[src/rtl/id_ex_stage.sv]
// -----------------------------------------------------------------------------
// id_ex_stage
//
// ID->EX pipeline register with an operand-forwarding unit in front of the ALU.
// An entry offered by decode is captured with a valid/ready handshake. While an
// entry is held, both source operands are resolved against the EX/MEM and
// MEM/WB result buses. This happens combinationally on the outputs, and the
// held operands are also rewritten every stalled cycle. That way a producer
// that retires while execute is stalled is not lost.
//
// Parameters
//   XLEN        datapath width
//   REG_ADDR_W  register-address width
//   OP_W        ALU opcode width
//
// Ports
//   clk, rst_n          clock, asynchronous active-low reset
//   flush               kill the held entry and drop the offered instruction
//   id_valid/id_ready   decode-side handshake
//   id_*                decoded instruction fields and regfile read data
//   exm_*, wb_*         EX/MEM and MEM/WB writeback buses used for forwarding
//   ex_valid/ex_ready   execute-side handshake
//   Reg1, Reg2, AluOP   ALU operands and opcode
//   ex_rs2_data         forwarded rs2 used as store data (never the immediate)
//   ex_rd_addr, ex_reg_write, ex_pc   held destination, write enable, PC
// -----------------------------------------------------------------------------
module id_ex_stage #(
  parameter int XLEN       = 32,
  parameter int REG_ADDR_W = 5,
  parameter int OP_W       = 5
) (
  input  logic                  clk,
  input  logic                  rst_n,
  input  logic                  flush,

  input  logic                  id_valid,
  output logic                  id_ready,
  input  logic [XLEN-1:0]       id_pc,
  input  logic [REG_ADDR_W-1:0] id_rs1_addr,
  input  logic [REG_ADDR_W-1:0] id_rs2_addr,
  input  logic [XLEN-1:0]       id_rs1_data,
  input  logic [XLEN-1:0]       id_rs2_data,
  input  logic [XLEN-1:0]       id_imm,
  input  logic                  id_use_imm,
  input  logic [OP_W-1:0]       id_alu_op,
  input  logic [REG_ADDR_W-1:0] id_rd_addr,
  input  logic                  id_reg_write,

  input  logic [REG_ADDR_W-1:0] exm_rd,
  input  logic                  exm_reg_write,
  input  logic [XLEN-1:0]       exm_result,
  input  logic [REG_ADDR_W-1:0] wb_rd,
  input  logic                  wb_reg_write,
  input  logic [XLEN-1:0]       wb_result,

  output logic                  ex_valid,
  input  logic                  ex_ready,
  output logic [XLEN-1:0]       Reg1,
  output logic [XLEN-1:0]       Reg2,
  output logic [OP_W-1:0]       AluOP,
  output logic [XLEN-1:0]       ex_rs2_data,
  output logic [REG_ADDR_W-1:0] ex_rd_addr,
  output logic                  ex_reg_write,
  output logic [XLEN-1:0]       ex_pc
);

  // ---------------------------------------------------------------------------
  // Forwarding mux. The EX/MEM bus holds the younger producer, so it wins over
  // MEM/WB. x0 is never forwarded because the regfile always reads it as zero.
  // ---------------------------------------------------------------------------
  function automatic logic [XLEN-1:0] fwd(
    input logic [REG_ADDR_W-1:0] addr,
    input logic [XLEN-1:0]       data
  );
    logic [XLEN-1:0] res;
    res = data;
    if (addr != '0) begin
      if (exm_reg_write && (exm_rd == addr))
        res = exm_result;
      else if (wb_reg_write && (wb_rd == addr))
        res = wb_result;
    end
    return res;
  endfunction

  // Held entry
  logic [XLEN-1:0]       pc_q;
  logic [REG_ADDR_W-1:0] rs1_q;
  logic [REG_ADDR_W-1:0] rs2_q;
  logic [XLEN-1:0]       op1_q;
  logic [XLEN-1:0]       op2_q;
  logic [XLEN-1:0]       imm_q;
  logic                  use_imm_q;
  logic [OP_W-1:0]       alu_op_q;
  logic [REG_ADDR_W-1:0] rd_q;
  logic                  reg_write_q;
  logic                  valid_q;

  // Handshake decode
  logic do_load;
  logic do_hold;
  logic do_drain;

  // The stage is free when empty or when execute takes the entry this cycle.
  // This does not depend on id_valid, so no combinational loop forms upstream.
  assign id_ready = !valid_q || ex_ready;

  assign do_load  = id_valid && id_ready && !flush;
  assign do_hold  = valid_q && !ex_ready && !flush;
  assign do_drain = valid_q && ex_ready && !id_valid && !flush;

  // Forwarded operands from held state. They are used both for the outputs
  // and for the stall-time refresh.
  logic [XLEN-1:0] op1_fwd;
  logic [XLEN-1:0] op2_fwd;

  assign op1_fwd = fwd(rs1_q, op1_q);
  assign op2_fwd = fwd(rs2_q, op2_q);

  // ---------------------------------------------------------------------------
  // State update. Flush has priority over everything: the held entry is
  // invalidated and the instruction offered this cycle is discarded.
  // ---------------------------------------------------------------------------
  // NOTE: every register here uses non-blocking assignment so all of them
  // sample pre-edge values. A blocking assignment would let op1_q's refresh
  // see a half-updated entry.
  always_ff @(posedge clk or negedge rst_n) begin
    if (!rst_n) begin
      // NOTE: the data registers are reset as well as valid. The outputs are
      // then defined zeros out of reset instead of X. The specification
      // requires this, and it is cheap for flops (unlike a RAM).
      valid_q     <= 1'b0;
      pc_q        <= '0;
      rs1_q       <= '0;
      rs2_q       <= '0;
      op1_q       <= '0;
      op2_q       <= '0;
      imm_q       <= '0;
      use_imm_q   <= 1'b0;
      alu_op_q    <= '0;
      rd_q        <= '0;
      reg_write_q <= 1'b0;
    end else if (flush) begin
      valid_q <= 1'b0;
    end else if (do_load) begin
      valid_q     <= 1'b1;
      pc_q        <= id_pc;
      rs1_q       <= id_rs1_addr;
      rs2_q       <= id_rs2_addr;
      op1_q       <= fwd(id_rs1_addr, id_rs1_data);
      op2_q       <= fwd(id_rs2_addr, id_rs2_data);
      imm_q       <= id_imm;
      use_imm_q   <= id_use_imm;
      alu_op_q    <= id_alu_op;
      rd_q        <= id_rd_addr;
      reg_write_q <= id_reg_write;
    end else if (do_hold) begin
      // Capture any producer visible this cycle. The value it supplies then
      // survives after that producer leaves the writeback buses.
      op1_q <= op1_fwd;
      op2_q <= op2_fwd;
    end else if (do_drain) begin
      valid_q <= 1'b0;
    end
  end

  // Outputs
  assign ex_valid     = valid_q;
  assign Reg1         = op1_fwd;
  assign ex_rs2_data  = op2_fwd;
  assign Reg2         = use_imm_q ? imm_q : op2_fwd;
  assign AluOP        = alu_op_q;
  assign ex_rd_addr   = rd_q;
  assign ex_reg_write = reg_write_q && valid_q;
  assign ex_pc        = pc_q;

endmodule

[config.mk]
export PLATFORM = sky130hd
export DESIGN_NAME = id_ex_stage
export DESIGN_NICKNAME = d
export VERILOG_FILES = /design/src/rtl/id_ex_stage.sv
export SDC_FILE = /design/constraint.sdc
export NUM_CORES = 1
export LEC_CHECK = 0
export CAP_MARGIN = 25
export CORE_MARGIN = 2
export CORE_UTILIZATION = 35
export DETAILED_ROUTE_END_ITERATION = 6
export PLACE_DENSITY = 0.65
export SLEW_MARGIN = 40
export SYNTH_ARGS = -nofsm -noshare
export SYNTH_HDL_FRONTEND = slang
export SYNTH_SLANG_ARGS = --single-unit
export TNS_END_PERCENT = 5
[constraint.sdc]
create_clock -name clk -period 4.35 [get_ports clk]
set_clock_uncertainty 0.15 [all_clocks]
set_input_delay 1.0875 -clock clk [delete_from_list [all_inputs] [get_ports clk]]
set_output_delay 1.0875 -clock clk [all_outputs]
set_load 0.1 [all_outputs]
Word level (Yosys, flattened, before mapping)
Index checks and enable logic that the tools add are counted.

Register bits: 151. Bits in latches: 0. RAM bits: 0. Bits in read-only memories: 0. Bits of input ports: 231. Output and inout bits: 141. Memories: 0.

$add $sub $neg: 0. Multipliers: 0. Div/mod/pow operators: 0. $lt $le $gt $ge: 0. Equality and inequality tests: 9. Shift-type cells: 0. Multiplexer cells: 21. Bitwise operators: 1. Reductions and logical operators: 30.

Operators with widths (count): 2-to-1 mux 32 bit (17); == test 5 bit (8); nonzero test 5 bit (4); logical AND 1 bit (16); AND reduction 2 bit (3); logical NOT 1 bit (4); 2-to-1 mux 1 bit (4); != test 3 bit, second input constant (1); nonzero test 3 bit (1); nonzero test 2 bit (1); logical OR 1 bit (1); inverter 1 bit (1).

Logic depth before layout (Yosys ltp)
Depth after elaboration: 7. Gate-level depth with buffers: 9. Gate-level depth less buffers: 7.

Worst setup path after synthesis
Ideal clock, no wire load.

Path type: input to output. Start point: in exm_rd[3]. End point: out Reg1[8]. Arrival: 4.323 ns. Required time: 3.113 ns. Path slack: -1.211 ns. Cell stages on the path: 7. Path buffers: 2. Path through: xor2_1 nor4_1 and3_1 buf_2 clkbuf_1 a22oi_1 o21ai_0.

Word-level cells in the longest chain between the ends: 4.

Ends and longest elaborated chain: start: declaration (line 49) `input logic [REG_ADDR_W-1:0] exm_rd,`; == test 5 bit (line 78) `if (exm_reg_write && (exm_rd == addr))`; logical AND 1 bit (line 78); 2-to-1 mux 32 bit (line 78); 2-to-1 mux 32 bit (line 77) `if (addr != '0) begin`; end: declaration (line 58) `output logic [XLEN-1:0] Reg1,`.

No other way between the ends.

Final worst setup path
Start point: in wb_rd[1]. End point: out Reg2[5].

Word-level cells in the longest chain between the ends: 6.

Ends and longest elaborated chain: start: declaration (line 52) `input logic [REG_ADDR_W-1:0] wb_rd,`; == test 5 bit (line 80) `else if (wb_reg_write && (wb_rd == addr))`; logical AND 1 bit (line 80); 2-to-1 mux 32 bit (line 80); 2-to-1 mux 32 bit (line 78); 2-to-1 mux 32 bit (line 77); 2-to-1 mux 32 bit (line 171) `assign Reg2 = use_imm_q ? imm_q : op2_fwd;`; end: declaration (line 59) `output logic [XLEN-1:0] Reg2,`.

No other way between the ends.

==> impl_metrics.ini <==
[die]
ioPinCount = 372
die_y_um = 175
die_width_um = 175
initial_core_util_pct = 35.6
rows = 62
dieArea_mm2 = 0.0306
core_area_mm2 = 0.0287

[sta]
min_period_ps = 4400
slew_violations = 0
hold_viol_final = 0
clock.fmax_mhz = 227
tightest_slew_ps = 809
finalWorstSetupSlack_ps = -47.6
relSlewSlack_pct = 46.1
finalSetupViolCount = 33
rsz0062_at_grt = yes
whs_ps = 353
fin_crit_sh_pct = 101

[critical_path]
cp-end-kind = primary output
critPathMaxFanout = 8
worstSetupStartpoint = wb_rd[1]
crit_path_start_kind = input port
crit_arrival_ps = 3160
critPathKind = input port to primary output
r2r-start = rs1_q[3]
worst_ep_required_time_ps = 3110

[min_path]
min_path_type = register to register
min_from = reg_write_q

[placed_design]
finalWeightedCongestion = 0.965
portBuffers = 371
placed_area_mm2 = 0.0158
post-place-cells = 1817
hpwl_mm = 34.2

[synthesis]
synth_area_leaders = dfrtp_1 (37%), mux2_2 (13%), o22a_1 (5.5%)
synth_xor_area_share_pct = 3.43
synth-async-reset-ratio_pct = 100
netlist_area_mm2 = 0.0102
synth_commonest_cells = dfrtp_1 (151), mux2_2 (119), nor2_1 (92), nand2_1 (82), o22a_1 (64)
syn_avg_cell_area_um2 = 9.90
synthMuxAreaShare_pct = 13.8
yosys.area_share.simple_pct = 11.7
synth.distinct_cells = 57
synth_flop_cell = dfrtp_1
syn_nets = 1262
synth_fa_ha_area_share_pct = 0
synthCells = 1031
synth_compound_area_share_pct = 29.6
ys_seq_area_share_pct = 37.0
ys_warn_count = 0
synth_top_area_share_pct = 37.0
synth_top_family_by_area = compound AO/OA/AOI/OAI gates
synth_largest_area_cell = dfrtp_1
synth_edf_count = 0
post-synth-top-count-cell = dfrtp_1
ys_ff_latch = 151

[global_routing]
grt_max_degree = 88
grt_pass1_wl_mm = 70.8
gr-total-overflow = 0
antenna_found_initial = 6
grt_usage_pct = 30.6
grt_pass1_vias = 11200

[pwr]
leakagePower_nw = 7.04
p_per_area_mw_per_mm2 = 488
ir_drop_v = 0.000397

[outcome]
status = finished with violations
violations = setup timing

[clock_network]
clock_sinks = 151
clock_latency_ps = 440
cts_made_buffers = 17
path_clk_slew_ps = 60
h-tree-depth = 4
clk_path_buf_depth = 2
clockRootBuffer = clkbuf_16
hold_buffers = 0
cts_tree = yes

[route]
post_drt_wl_per_cell_um = 25.5
drc = 0
finalWirelength_mm = 47.7
drt-pass1-iter-count = 5
first_iter_violations = 1597
ant_nets = 0
routed_via_density = 5.96
vias = 11100

[layout]
final_layout_size_suffix_gt1_share_pct = 34.4
n_fill_cell = 2454
nets = 1697
area_growth_pct = 64.7
stdcell_area_mm2 = 0.0168
layoutNonFillerInstCount = 1868

[job]
cap_violations = 0
[where the power goes]
group	total [mW]	switching (mW)	internal, mW
clock network	1.65	0.678	0.969
registers	1.82	0.182	1.64
logic	4.73	2.98	1.75
[per-layer routing]
metal / vias to the layer above / share of wire, % / GRT usage [%] / routed length [um]
met2: 668 / 42 / 43.8 / 20200
met4: 0 / 3.7 / 12.5 / 1780
met5: - / 0 / 0 / 0
met1: 5488 / 43 / 43.1 / 20600
met3: 113 / 11 / 9.14 / 5150
li1: 4869 / - / - / -
[layout make-up]
type / instances / area, um2 / share of cell area [%]
clock inverters: 13 / 195 / 1.16
flip-flops and latches: 151 / 3780 / 22.5
diodes: 6 / 15.0 / 0.0893
multi-input cells: 781 / 6210 / 36.9
well taps: 384 / 480 / 2.86
inverters: 3 / 11.3 / 0.0670
clock buffers: 18 / 429 / 2.55
repair buffers: 512 / 5700 / 33.9
[registers in the layout (all words and copies together) (netlist names)]
signal	count
ex_pc	32
imm_q	32
op1_q	32
op2_q	32
AluOP	5
ex_rd_addr	5
rs1_q	5
rs2_q	5
ex_valid	1
reg_write_q	1
use_imm_q	1
[path summary, 6_finish.rpt]
path	to	slack [ps]	depth (start not counted)
setup reg to reg	op1_q[13]	1570	10
hold / removal	reg_write_q	350	1
min in group asynchronous	ex_pc[4]	520	1
setup / recovery	Reg2[5]	-50	11
hold reg to reg	reg_write_q	350	1
max in group asynchronous	use_imm_q	2560	2
[worst max-delay path, stage by stage]
cell,delay (ps)
buf_6,100
xor2_2,130
nor4_2,300
buf_4,160
o211ai_1,150
buf_4,220
buf_12,150
o22a_1,170
o22a_2,220
mux2_4,290
buf_12,170
[cell families after synthesis]
kind of cell / Yosys count
AND/OR/NAND/NOR: 256
AO/OA/AOI/OAI: 359
XOR/XNOR: 40
buffers and inverters: 99
multiplexers: 126
flip-flops: 151
[layout by cell type, fill, tap and decap left out, drive strengths merged, types with 25 or more instances in the layout]
master / n
a22o: 62
nand2: 83
clkdlybuf4s50: 218
o22ai: 25
a221o: 31
nor2: 94
nand3: 26
mux2: 119
o22a: 64
o21a: 32
o221a: 31
dfrtp: 151
buf: 289
[stage by stage]
| step | setup TNS [ps] | total power [mW] | worst slack (ps) | utilization (%) |
|---|---|---|---|---|
| 6_report | -628 | 8.20 | -47.6 | 58.6 |
| 5_1_grt | -3880 | 8.45 | -143 | 58.6 |
| 4_1_cts | -147 | 8.19 | -20.6 | 58.3 |
| 3_5_place_dp | -20790 | 6.44 | -341 | 55.2 |
| 3_3_place_gp | -19900 | 6.48 | -311 | 55.9 |
| 2_1_floorplan | -5960 | 4.68 | -322 | - |
[timing repair]
item | 4_1_cts | 5_1_grt
pin swaps | 34 | 5
resized for setup | 73 | 14
buffers inserted | 9 | 1
gates cloned | 3 | 1
setup endpoints to repair | 96 | 77
(Power assumes the default switching activity.)
